File: src/rtl/bubble_host_reader.sv
// Bubble memory host-side page reader.
// Sequences the nBSS/nBSEN strobes for one page access and samples the
// emulator DOUT lines once per bit period. The samples are packed into bytes,
// either one bit per sample or one nibble per sample. Each finished byte is
// handed to the consumer through a DATA/DVALID/DREADY handshake with a sticky
// overrun flag.
//
//  state  | meaning
//  -------+---------------------------------------------------------
//  IDLE   | waiting for START; strobes high, BUSY low
//  LEADIN | nBSS low only, BSS_CYCLES long
//  DELAY  | nBSS low, waiting ACCESS_DELAY cycles for the access
//  READ   | nBSS and nBSEN low, sampling DOUT once per bit period
//  TAIL   | one cycle with all strobes released
//  FIN    | one cycle with the DONE pulse, then back to IDLE
module bubble_host_reader #(
    parameter int BIT_CYCLES    = 12,
    parameter int SAMPLE_OFFSET = 6,
    parameter int BSS_CYCLES    = 48,
    parameter int ACCESS_DELAY  = 96,
    parameter int PAGE_BITS     = 512
) (
    input  logic       MCLK,
    input  logic       MRST,
    input  logic       START,
    input  logic       BOOTMODE,
    input  logic       BITWIDTH4,
    input  logic [3:0] DOUT,
    output logic       nBSS,
    output logic       nBSEN,
    output logic       nREPEN,
    output logic       nBOOTEN,
    output logic       nSWAPEN,
    output logic [7:0] DATA,
    output logic       DVALID,
    input  logic       DREADY,
    output logic       BUSY,
    output logic       DONE,
    output logic       OVERRUN
);

    localparam int READ_CYCLES = PAGE_BITS * BIT_CYCLES;
    localparam int MAX_AB      = (BSS_CYCLES > ACCESS_DELAY) ? BSS_CYCLES : ACCESS_DELAY;
    localparam int MAX_LEN     = (READ_CYCLES > MAX_AB) ? READ_CYCLES : MAX_AB;
    localparam int TMR_W       = $clog2(MAX_LEN + 1);
    localparam int PH_W        = (BIT_CYCLES > 1) ? $clog2(BIT_CYCLES) : 1;

    typedef enum logic [2:0] {
        S_IDLE,
        S_LEADIN,
        S_DELAY,
        S_READ,
        S_TAIL,
        S_FIN
    } state_t;

    state_t           state_q, state_d;
    logic [TMR_W-1:0] tmr_q, tmr_d;
    logic [PH_W-1:0]  phase_q, phase_d;
    logic [2:0]       smp_cnt_q, smp_cnt_d;
    logic [7:0]       shift_q, shift_d;
    logic             boot_q, boot_d;
    logic             bw4_q, bw4_d;
    logic [7:0]       data_q, data_d;
    logic             dvalid_q, dvalid_d;
    logic             overrun_q, overrun_d;
    logic             nbss_q, nbss_d;
    logic             nbsen_q, nbsen_d;
    logic             nbooten_q, nbooten_d;
    logic             busy_q, busy_d;
    logic             done_q, done_d;

    logic             sample;
    logic             byte_done;
    logic [7:0]       new_byte;
    logic             tmr_tc;
    logic             phase_wrap;

    // Next-state, timer, byte assembly and handshake logic.
    always_comb begin
        state_d    = state_q;
        tmr_d      = tmr_q;
        phase_d    = phase_q;
        smp_cnt_d  = smp_cnt_q;
        shift_d    = shift_q;
        boot_d     = boot_q;
        bw4_d      = bw4_q;
        data_d     = data_q;
        dvalid_d   = dvalid_q;
        overrun_d  = overrun_q;
        byte_done  = 1'b0;
        new_byte   = shift_q;

        tmr_tc     = (tmr_q == '0);
        phase_wrap = (phase_q == PH_W'(BIT_CYCLES - 1));
        sample     = (state_q == S_READ) && (phase_q == PH_W'(SAMPLE_OFFSET));

        // Samples enter at the top of the shift register, so the first one
        // ends up in the least significant bit (or nibble) of the byte.
        if (sample) begin
            if (bw4_q) begin
                new_byte  = {DOUT, shift_q[7:4]};
                byte_done = (smp_cnt_q == 3'd1);
            end else begin
                new_byte  = {DOUT[0], shift_q[7:1]};
                byte_done = (smp_cnt_q == 3'd7);
            end
            shift_d   = new_byte;
            smp_cnt_d = byte_done ? 3'd0 : smp_cnt_q + 3'd1;
        end

        // A new byte always wins over the held one; it is only an overrun
        // if the held byte is not being taken in this very cycle.
        if (byte_done) begin
            data_d   = new_byte;
            dvalid_d = 1'b1;
            if (dvalid_q && !DREADY) begin
                overrun_d = 1'b1;
            end
        end else if (dvalid_q && DREADY) begin
            dvalid_d = 1'b0;
        end

        case (state_q)
            S_IDLE: begin
                if (START) begin
                    state_d   = S_LEADIN;
                    tmr_d     = TMR_W'(BSS_CYCLES - 1);
                    boot_d    = BOOTMODE;
                    bw4_d     = BITWIDTH4;
                    overrun_d = 1'b0;
                    smp_cnt_d = 3'd0;
                    shift_d   = 8'h00;
                end
            end
            S_LEADIN: begin
                if (tmr_tc) begin
                    state_d = S_DELAY;
                    tmr_d   = TMR_W'(ACCESS_DELAY - 1);
                end else begin
                    tmr_d = tmr_q - TMR_W'(1);
                end
            end
            S_DELAY: begin
                if (tmr_tc) begin
                    state_d = S_READ;
                    tmr_d   = TMR_W'(READ_CYCLES - 1);
                    phase_d = '0;
                end else begin
                    tmr_d = tmr_q - TMR_W'(1);
                end
            end
            S_READ: begin
                phase_d = phase_wrap ? '0 : phase_q + PH_W'(1);
                if (tmr_tc) begin
                    state_d = S_TAIL;
                end else begin
                    tmr_d = tmr_q - TMR_W'(1);
                end
            end
            S_TAIL: begin
                state_d = S_FIN;
            end
            S_FIN: begin
                state_d = S_IDLE;
            end
            default: begin
                state_d = S_IDLE;
            end
        endcase

        // Strobes and status are decoded from the next state so that the
        // registered outputs line up with the state they describe.
        nbss_d    = !((state_d == S_LEADIN) || (state_d == S_DELAY) || (state_d == S_READ));
        nbsen_d   = (state_d != S_READ);
        busy_d    = (state_d != S_IDLE);
        done_d    = (state_d == S_FIN);
        nbooten_d = busy_d ? !boot_d : 1'b1;
    end

    // State and output registers with synchronous reset.
    always_ff @(posedge MCLK) begin
        if (MRST) begin
            state_q   <= S_IDLE;
            tmr_q     <= '0;
            phase_q   <= '0;
            smp_cnt_q <= 3'd0;
            shift_q   <= 8'h00;
            boot_q    <= 1'b0;
            bw4_q     <= 1'b0;
            data_q    <= 8'h00;
            dvalid_q  <= 1'b0;
            overrun_q <= 1'b0;
            nbss_q    <= 1'b1;
            nbsen_q   <= 1'b1;
            nbooten_q <= 1'b1;
            busy_q    <= 1'b0;
            done_q    <= 1'b0;
        end else begin
            state_q   <= state_d;
            tmr_q     <= tmr_d;
            phase_q   <= phase_d;
            smp_cnt_q <= smp_cnt_d;
            shift_q   <= shift_d;
            boot_q    <= boot_d;
            bw4_q     <= bw4_d;
            data_q    <= data_d;
            dvalid_q  <= dvalid_d;
            overrun_q <= overrun_d;
            nbss_q    <= nbss_d;
            nbsen_q   <= nbsen_d;
            nbooten_q <= nbooten_d;
            busy_q    <= busy_d;
            done_q    <= done_d;
        end
    end

    assign nBSS    = nbss_q;
    assign nBSEN   = nbsen_q;
    assign nBOOTEN = nbooten_q;
    assign nREPEN  = 1'b1;
    assign nSWAPEN = 1'b1;
    assign DATA    = data_q;
    assign DVALID  = dvalid_q;
    assign OVERRUN = overrun_q;
    assign BUSY    = busy_q;
    assign DONE    = done_q;

endmodule

File: config.mk
export PLATFORM = sky130hd
export DESIGN_NAME = bubble_host_reader
export DESIGN_NICKNAME = d
export VERILOG_FILES = /design/src/rtl/bubble_host_reader.sv
export SDC_FILE = /design/constraint.sdc
export NUM_CORES = 1
export LEC_CHECK = 0
export BUFFER_PORTS_ARGS = -buffer_cell sky130_fd_sc_hd__buf_2
export CORE_UTILIZATION = 57
export CTS_CLUSTER_DIAMETER = 150
export DETAILED_ROUTE_END_ITERATION = 10
export HOLD_SLACK_MARGIN = 0.02
export PLACE_DENSITY = 0.88
export SLEW_MARGIN = 0
export SYNTH_ARGS = -nofsm -noshare
export SYNTH_HDL_FRONTEND = slang
export SYNTH_SLANG_ARGS = --single-unit
File: constraint.sdc
create_clock -name MCLK -period 2.4 [get_ports MCLK]
set_input_delay 0.48 -clock MCLK [delete_from_list [all_inputs] [get_ports MCLK]]
set_output_delay 0.48 -clock MCLK [all_outputs]
set_load 0.005 [all_outputs]
==> results.sh, run 1 <==
export IMPL_status="completed"
export IMPL_cts_setup_buffers=0
export IMPL_cts_tree="done"
export IMPL_fin_crit_sh_pct=86.0
export IMPL_synth_area_um2=2490
export IMPL_tns_ps=0
export IMPL_synth_ff_type="dfxtp_1"
export IMPL_fp_dieH_um=68.1
export IMPL_grt_antenna_before_repair=0
export IMPL_cp_max_fo=13
export IMPL_ys_ff_latch=48
export IMPL_hold_viol=0
export IMPL_io_buffers=24
export IMPL_irDropWorstVdd_mv=0.529
export IMPL_register_area_um2=961
export IMPL_path_cells="inv_1, ha_1, nor4b_4, and3_1, a31oi_4, a21oi_1, a211oi_1"
export IMPL_nFillCells=341
export IMPL_routed_wl_mm=5.18
export IMPL_r2r_start="tmr_q[0]$_SDFFE_PP0P_"
export IMPL_cp_depth=7
export IMPL_grt_pass1_wl_mm=8.54
export IMPL_io_pins=27
export IMPL_synth_enable_flop_cells=0
export IMPL_fmax_mhz=485
export IMPL_holdBufCountCts=0
export IMPL_cts_buffers_inserted=5
export IMPL_relSlewSlack_pct=47.6
export IMPL_dp_slack_ps=347
export IMPL_rows=23
export IMPL_clock_skew_ps=11.6
export IMPL_rsz0062_at_grt="false"
export IMPL_nets=324
export IMPL_vias_per_cell=5.99
export IMPL_r2r_slack_ps=340
export IMPL_dp_hpwl_mm=3.51
export IMPL_gr_total_overflow=0
export IMPL_crit_family="simple AND/OR/NAND/NOR gates"
export IMPL_clk_pin_slew_ps=90
export IMPL_endpoint_kind="flip-flop"
export IMPL_area_growth_pct=9.50
export IMPL_clkLatencyLatePin_ps=310
export IMPL_async_flop_share_pct=0
export IMPL_grt_start_max_net_pins=39
export IMPL_cts_max_path_buffers=2
export IMPL_setup_viol=0
export IMPL_ys_seq_area_share_pct=38.6
export IMPL_grtUsageTotal_pct=24.9
export IMPL_core_area_um2=4090
export IMPL_first_global_vias=1941
export IMPL_initial_core_util_pct=60.9
export IMPL_n_antenna_cell=0
export IMPL_clock_sinks=48
export IMPL_slowest_stage="and3_1"
export IMPL_worst_slew_pin_slew_ps=787
export IMPL_timing_critical_path_buf_inv=1
export IMPL_cp_start_kind="flip-flop"
export IMPL_r2r_cells=7
export IMPL_required_ps=2560
export IMPL_yosys_top_cells_area="dfxtp_1 39%, nor2_1 6.9%, mux2i_1 4.8%, nand3_1 3.2%, o21ai_0 3.2%"
export IMPL_cts_resized=0
export IMPL_yosysTopAreaCell="dfxtp_1"
export IMPL_slowest_delay_ps=460
export IMPL_maxSlewViolCount=0
export IMPL_drt_first_pass_iters=4
export IMPL_r2r_end="tmr_q[10]$_SDFFE_PP0P_"
export IMPL_arrival_ps=2230
export IMPL_htreeDepth=2
export IMPL_setup_slack_ps=337
export IMPL_total_power_mw=1.89
export IMPL_timing_hold_ws_ps=414
export IMPL_ant_nets=0
export IMPL_cts_root_buf="clkbuf_8"
export IMPL_place_gp_congestion=0.873
export IMPL_syn_avg_cell_area_um2=8.56
export IMPL_synth_cells=291
export IMPL_dieWidth_um=68.1
export IMPL_powerDensity_nw_per_um2=694
export IMPL_ys_warn_count=0
export IMPL_dieArea_um2=4640
export IMPL_endpoint="tmr_q[10]$_SDFFE_PP0P_"
export IMPL_drt_iter0_markers=159
export IMPL_worst_setup_path_type="reg -> reg"
export IMPL_num_vias=2151
export IMPL_period_needed_ps=2060
export IMPL_final_layout_size_suffix_gt1_share_pct=16.8
export IMPL_multiInputGateArea_um2=1400
export IMPL_yosys_area_top_type_share_pct=38.6
export IMPL_p_leak_nw=1.04
export IMPL_drc=0
export IMPL_worstHoldPathType="in -> reg"
export IMPL_wire_per_inst_um=14.4
export IMPL_startpoint="tmr_q[0]$_SDFFE_PP0P_"
export IMPL_ys_types=54
export IMPL_maxCapViolations=0
layer usage:
layer  global-route usage [%]  vias to the layer above  share of wire, %
li1                         -                     1066                 -
met4                     12.0                        0               2.2
met5                        0                        -                 0
met3                     6.00                       12               5.2
met2                     39.1                       69                47
met1                     31.8                     1004                46
tightest hold or removal path, stage by stage:
cell	delay (ps)
buf_2	70
mux2i_1	60
nor2_1	70
how the worst min path moves through the flow:
stage	cells past startpoint	end	from
after CTS	3	bw4_q$_SDFFE_PP0P_	BITWIDTH4
after detailed placement	2	OVERRUN$_SDFF_PP0_	OVERRUN$_SDFF_PP0_
after floorplan	2	OVERRUN$_SDFF_PP0_	OVERRUN$_SDFF_PP0_
final	3	bw4_q$_SDFFE_PP0P_	BITWIDTH4
after global routing	3	bw4_q$_SDFFE_PP0P_	BITWIDTH4
after global placement	2	OVERRUN$_SDFF_PP0_	OVERRUN$_SDFF_PP0_
power by group:
part	switching, mW	internal [mW]	total [mW]
clock network	0.270	0.410	0.680
logic	0.195	0.144	0.339
registers	0.0442	0.828	0.872
flip-flops by register name (all words and copies together), names as in the netlist:
signal / count
BUSY: 1
DATA: 8
DONE: 1
DVALID: 1
OVERRUN: 1
boot_q: 1
bw4_q: 1
nBOOTEN: 1
nBSEN: 1
nBSS: 1
phase_q: 4
shift_q: 8
smp_cnt_q: 3
state_q: 3
tmr_q: 13
final cells by class:
class	instances	share of cell area (%)
sequential	48	35.2
clock inverter	2	2.20
tap	50	2.29
timing repair buffer	29	5.78
inverter	4	0.551
multi-input combinational	221	51.4
clock buffer	5	2.52
cells in the final DEF (no fill, tap or decap), types with 2 or more instances in the layout:
cell type / synthesis / routed
or4_1: 2 / 2
or3_1: 2 / 2
mux2_2: 2 / 2
nand3_1: 16 / 16
o21ai_0: 16 / 16
nor3_1: 10 / 10
a31oi_1: 4 / 4
buf_4: 2 / 5
o21a_1: 9 / 9
buf_2: 4 / 24
bufinv_16: 0 / 2
a21oi_1: 12 / 12
conb_1: 1 / 2
nor2_1: 46 / 46
xor2_1: 4 / 4
or4_4: 2 / 2
and2_1: 2 / 2
xnor2_1: 2 / 2
ha_1: 5 / 5
and3b_1: 3 / 3
mux2i_1: 12 / 12
a211oi_1: 4 / 4
a22oi_1: 2 / 2
o21bai_1: 3 / 3
or2b_1: 2 / 2
nand2b_1: 7 / 7
inv_1: 4 / 4
nand2_1: 19 / 19
nor4_4: 2 / 2
clkbuf_8: 1 / 5
a311oi_1: 5 / 5
dfxtp_1: 48 / 48
or2_2: 6 / 6
through the flow:
step | instances | utilization, % | area [um2]
4_1_cts | 359 | 66.7 | 2730
2_1_floorplan | 292 | - | 2490
5_1_grt | 359 | 66.7 | 2730
3_3_place_gp | 352 | 63.6 | 2600
3_5_place_dp | 352 | 63.6 | 2600
6_report | 359 | 66.7 | 2730
Yosys cell counts, types with 2 or more instances:
cell type,n
buf_4,2
mux2_2,2
a22oi_1,2
clkbuf_1,9
or4_1,2
ha_1,5
a31oi_1,4
o21bai_1,3
nand3_1,16
a311oi_1,5
or4_4,2
nand2_1,19
a21oi_1,12
or2b_1,2
mux2i_1,12
and2_1,2
and3b_1,3
buf_6,3
nand2b_1,7
nor4_4,2
xnor2_1,2
xor2_1,4
or2_2,6
a211oi_1,4
o21a_1,9
buf_2,4
or3_1,2
inv_1,4
dfxtp_1,48
nor2_1,46
nor3_1,10
o21ai_0,16
kinds of logic after synthesis:
kind of cell	after synthesis	synth area share, %
AO/OA/AOI/OAI	65	17.7
XOR/XNOR	6	2.11
adder cells (fa/ha/maj)	5	2.51
buffers and inverters	23	5.28
flip-flops	48	38.6
multiplexers	14	5.73
other	1	0.151
AND/OR/NAND/NOR	129	27.9
(Power assumes the default switching activity.)
==> run 2: changes to the inputs <==
- CORE_ASPECT_RATIO: not set -> 1.2
==> results.sh, run 2 (synthesized netlist as in run 1, its figures left out) <==
export IMPL_r2r_end="tmr_q[12]$_SDFFE_PP0P_"
export IMPL_required_ps=2580
export IMPL_clock_skew_ps=10.9
export IMPL_io_buffers=24
export IMPL_globalRouteMet1Util_pct=25.4
export IMPL_grt_antenna_before_repair=0
export IMPL_vias_per_cell=5.72
export IMPL_cts_tree="done"
export IMPL_grtUsageTotal_pct=22.8
export IMPL_status="completed"
export IMPL_grt_pass1_wl_mm=8.34
export IMPL_cp_max_fo=13
export IMPL_drc=0
export IMPL_htreeDepth=2
export IMPL_p_clk_share_pct=33.8
export IMPL_worst_setup_path_type="reg -> reg"
export IMPL_largest_reg_flops=13
export IMPL_tns_ps=0
export IMPL_slowest_delay_ps=470
export IMPL_largest_register="tmr_q"
export IMPL_drt_first_pass_iters=4
export IMPL_mostFrequentLayoutCells="48 x dfxtp_1, 46 x nor2_1, 24 x buf_2"
export IMPL_fin_crit_sh_pct=86.6
export IMPL_grt_start_max_net_pins=39
export IMPL_timing_critical_path_buf_inv=1
export IMPL_powerDensity_nw_per_um2=668
export IMPL_endpoint_kind="flip-flop"
export IMPL_final_layout_size_suffix_gt1_share_pct=17.4
export IMPL_grtUsageMet3_pct=4.29
export IMPL_relSlewSlack_pct=46.8
export IMPL_holdBufCountCts=0
export IMPL_holdPathStages=3
export IMPL_r2r_start="tmr_q[0]$_SDFFE_PP0P_"
export IMPL_nFillCells=342
export IMPL_irDropWorstVdd_mv=0.375
export IMPL_clock_sinks=48
export IMPL_cts_root_buf="clkbuf_8"
export IMPL_power_frac_comb_pct=18.3
export IMPL_dp_slack_ps=348
export IMPL_cts_setup_buffers=0
export IMPL_clk_pin_slew_ps=90
export IMPL_rows=25
export IMPL_final_common_cell="dfxtp_1"
export IMPL_io_pins=27
export IMPL_cts_resized=0
export IMPL_routed_wl_mm=4.92
export IMPL_hold_start="BOOTMODE"
export IMPL_path_cells="inv_1, ha_1, nor4b_4, and3_1, a31oi_4, or2b_1, o21ai_1"
export IMPL_placed_area_um2=2610
export IMPL_first_global_vias=1855
export IMPL_period_needed_ps=2080
export IMPL_maxSlewViolCount=0
export IMPL_place_gp_congestion=0.868
export IMPL_wire_per_inst_um=13.5
export IMPL_worstHoldPathType="in -> reg"
export IMPL_hold_viol=0
export IMPL_p_leak_nw=1.04
export IMPL_total_power_mw=1.82
export IMPL_final_cell_area_um2=2730
export IMPL_swShare_pct=27.8
export IMPL_gr_total_overflow=0
export IMPL_worst_slew_pin_slew_ps=798
export IMPL_maxCapViolations=0
export IMPL_timing_hold_ws_ps=441
export IMPL_ant_nets=0
export IMPL_setup_slack_ps=322
export IMPL_nets=325
export IMPL_setup_viol=0
export IMPL_fmax_mhz=481
export IMPL_slowest_stage="and3_1"
export IMPL_busiest_layer="met2"
export IMPL_core_area_um2=4070
export IMPL_arrival_ps=2260
export IMPL_p_int_mw=1.32
export IMPL_drt_iter0_markers=157
export IMPL_p_sw_mw=0.507
export IMPL_cp_start_kind="flip-flop"
export IMPL_cts_max_path_buffers=2
export IMPL_p_seq_share_pct=47.9
export IMPL_r2r_slack_ps=320
export IMPL_fp_dieH_um=74.4
export IMPL_crit_family="simple AND/OR/NAND/NOR gates"
export IMPL_num_vias=2088
export IMPL_n_antenna_cell=0
export IMPL_dieWidth_um=62.3
export IMPL_dp_hpwl_mm=3.42
export IMPL_use_met2_pct=43.3
export IMPL_cts_buffers_inserted=5
export IMPL_r2r_cells=7
export IMPL_area_growth_pct=9.70
export IMPL_rsz0062_at_grt="false"
export IMPL_dieArea_um2=4640
export IMPL_clkLatencyLatePin_ps=300
export IMPL_whs_endpoint="boot_q$_SDFF_PP0_"
export IMPL_initial_core_util_pct=61.2
## run 2: layout make-up
| type | count | area (um2) | area share [%] |
|---|---|---|---|
| Multi-Input combinational cell | 221 | 1400 | 51.3 |
| Timing Repair Buffer | 30 | 165 | 6.05 |
| Clock buffer | 6 | 82.6 | 3.02 |
| Inverter | 4 | 15.0 | 0.550 |
| Sequential cell | 48 | 961 | 35.2 |
| Tap cell | 54 | 67.6 | 2.47 |
| Clock inverter | 2 | 38.8 | 1.42 |
## run 2: stage by stage
stage	cells	utilization, %
floorplan	292	-
global placement	357	64.2
detailed placement	357	64.2
CTS	365	67.2
global route	365	67.2
finish	365	67.2
## run 2: worst max path at each step
stage	startpoint	endpoint	cells past startpoint
6_report	tmr_q[0]$_SDFFE_PP0P_	tmr_q[12]$_SDFFE_PP0P_	7
5_1_grt	tmr_q[0]$_SDFFE_PP0P_	tmr_q[2]$_SDFFE_PP0P_	7
4_1_cts	tmr_q[0]$_SDFFE_PP0P_	tmr_q[12]$_SDFFE_PP0P_	7
3_5_place_dp	tmr_q[0]$_SDFFE_PP0P_	tmr_q[10]$_SDFFE_PP0P_	7
3_3_place_gp	tmr_q[0]$_SDFFE_PP0P_	tmr_q[10]$_SDFFE_PP0P_	7
2_1_floorplan	tmr_q[0]$_SDFFE_PP0P_	tmr_q[10]$_SDFFE_PP0P_	8
## run 2: tightest hold or removal path, stage by stage
cell and delay, ps:
buf_2 90, mux2i_1 60, nor2_1 80
## run 2: power by group through the flow
stage	clock [mW]	combinational [mW]	sequential, mW
2_1_floorplan	0	0.278	0.883
4_1_cts	0.627	0.334	0.873
3_5_place_dp	0	0.331	0.891
3_3_place_gp	0	0.323	0.889
6_report	0.615	0.334	0.874
5_1_grt	0.657	0.371	0.879
## run 2: layer usage
metal,vias up,wire [um],share of wire [%]
met1,977,2170,44
met5,-,0,0
met4,0,72,1.5
li1,1072,-,-
met2,32,2540,52
met3,7,132,2.7
==> run 3: changes to the inputs <==
- HOLD_SLACK_MARGIN: 0.02 -> not set
- SETUP_SLACK_MARGIN: not set -> 0.4
- SKIP_CTS_REPAIR_TIMING: not set -> 1
==> results.sh, run 3 (synthesized netlist as in run 1, its figures left out) <==
export IMPL_grt_pass1_wl_mm=8.34
export IMPL_cts_buffers_inserted=5
export IMPL_hold_start="BOOTMODE"
export IMPL_worst_setup_path_type="reg -> reg"
export IMPL_placed_area_um2=2610
export IMPL_tns_ps=0
export IMPL_gr_total_overflow=0
export IMPL_dieArea_um2=4640
export IMPL_status="completed"
export IMPL_worst_slew_pin_slew_ps=648
export IMPL_clk_pin_slew_ps=90
export IMPL_final_layout_size_suffix_gt1_share_pct=22.2
export IMPL_largest_register="tmr_q"
export IMPL_final_cell_area_um2=2820
export IMPL_largest_reg_flops=13
export IMPL_cts_max_path_buffers=2
export IMPL_r2r_start="tmr_q[4]$_SDFFE_PP0P_"
export IMPL_maxSlewViolCount=0
export IMPL_dieWidth_um=62.3
export IMPL_routed_wl_mm=5.12
export IMPL_first_global_vias=1855
export IMPL_layout_cells_non_filler=370
export IMPL_rsz0062_at_grt="false"
export IMPL_powerDensity_nw_per_um2=661
export IMPL_setup_viol=0
export IMPL_maxCapViolations=0
export IMPL_drt_first_pass_iters=4
export IMPL_relSlewSlack_pct=56.8
export IMPL_htreeDepth=2
export IMPL_r2r_end="tmr_q[10]$_SDFFE_PP0P_"
export IMPL_clock_sinks=48
export IMPL_initial_core_util_pct=61.2
export IMPL_hold_viol=0
export IMPL_worstHoldPathType="in -> reg"
export IMPL_r2r_slack_ps=480
export IMPL_clkLatencyLatePin_ps=300
export IMPL_period_needed_ps=1920
export IMPL_grt_antenna_before_repair=0
export IMPL_mostFrequentLayoutCells="46 x dfxtp_1, 46 x nor2_1, 24 x buf_2"
export IMPL_io_buffers=24
export IMPL_cts_tree="done"
export IMPL_grt_start_max_net_pins=39
export IMPL_core_area_um2=4070
export IMPL_dp_hpwl_mm=3.42
export IMPL_r2r_cells=5
export IMPL_endpoint_kind="flip-flop"
export IMPL_rows=25
export IMPL_fin_crit_sh_pct=79.9
export IMPL_clock_skew_ps=10.5
export IMPL_grtUsageTotal_pct=22.8
export IMPL_cts_root_buf="clkbuf_8"
export IMPL_required_ps=2570
export IMPL_irDropWorstVdd_mv=0.377
export IMPL_nFillCells=323
export IMPL_ant_nets=0
export IMPL_whs_endpoint="boot_q$_SDFF_PP0_"
export IMPL_post_place_cells=357
export IMPL_cp_max_fo=9
export IMPL_arrival_ps=2080
export IMPL_p_leak_nw=1.07
export IMPL_nets=330
export IMPL_io_pins=27
export IMPL_fp_dieH_um=74.4
export IMPL_holdPathStages=3
export IMPL_drt_iter0_markers=151
export IMPL_num_vias=2146
export IMPL_place_gp_congestion=0.868
export IMPL_area_growth_pct=13.3
export IMPL_drc=0
export IMPL_wire_per_inst_um=13.8
export IMPL_fmax_mhz=521
export IMPL_n_antenna_cell=0
export IMPL_cp_start_kind="flip-flop"
export IMPL_vias_per_cell=5.80
==> run 3: changes by cell type in the layout (fill, tap and decap cells not counted), moves of 2 or more <==
cell / delta
buf_4: +4
o21ai_0: -7
ha_1: -2
dfxtp_1: -2
o21ai_1: +6
dfxtp_2: +2
ha_2: +2
==> run 3: area by class of cell <==
cell class | count | area, um2 | area share, %
Sequential cell | 48 | 963 | 34.2
Tap cell | 54 | 67.6 | 2.40
Multi-Input combinational cell | 222 | 1460 | 51.7
Clock buffer | 6 | 82.6 | 2.93
Timing Repair Buffer | 34 | 195 | 6.92
Clock inverter | 2 | 38.8 | 1.38
Inverter | 4 | 15.0 | 0.532
==> run 3: stage by stage <==
| stage | total power [mW] | hold WS (ps) | utilization [%] | setup slack, ps |
|---|---|---|---|---|
| global placement | 1.21 | 456 | 64.2 | 429 |
| detailed placement | 1.22 | 473 | 64.2 | 348 |
| floorplan | 1.16 | 463 | - | 530 |
| CTS | 1.83 | 439 | 67.2 | 327 |
| global route | 1.95 | 453 | 69.4 | 400 |
| finish | 1.86 | 441 | 69.4 | 482 |
==> run 3: worst max path at each step <==
stage                                   endpoint  cells past startpoint             startpoint
final                     tmr_q[10]$_SDFFE_PP0P_                      5  tmr_q[4]$_SDFFE_PP0P_
after global routing      tmr_q[12]$_SDFFE_PP0P_                      7  tmr_q[1]$_SDFFE_PP0P_
after CTS                 tmr_q[12]$_SDFFE_PP0P_                      7  tmr_q[0]$_SDFFE_PP0P_
after detailed placement  tmr_q[10]$_SDFFE_PP0P_                      7  tmr_q[0]$_SDFFE_PP0P_
after global placement    tmr_q[10]$_SDFFE_PP0P_                      7  tmr_q[0]$_SDFFE_PP0P_
after floorplan           tmr_q[10]$_SDFFE_PP0P_                      8  tmr_q[0]$_SDFFE_PP0P_
==> run 3: layer usage <==
metal  GRT usage [%]  part of all wire, %  vias to the layer above
met2            43.3                   52                       49
met4            9.30                  1.9                        0
met1            25.4                   42                     1001
li1                -                    -                     1086
met5               0                    0                        -
met3            4.29                  3.9                       10
==> run 3: worst max-delay path, stage by stage, from the launching register on <==
cell	delay [ps]
dfxtp_1	400
nor4_4	570
and3_4	380
a31oi_4	160
a21oi_1	210
a211oi_1	70
==> run 3: power breakdown <==
group          leakage [nW]  internal, mW  total [mW]  switching, mW
Combinational         0.620         0.170       0.373          0.203
Sequential            0.391         0.829       0.876         0.0467
Clock                0.0614         0.341       0.615          0.274
Total                  1.07          1.34        1.86          0.523
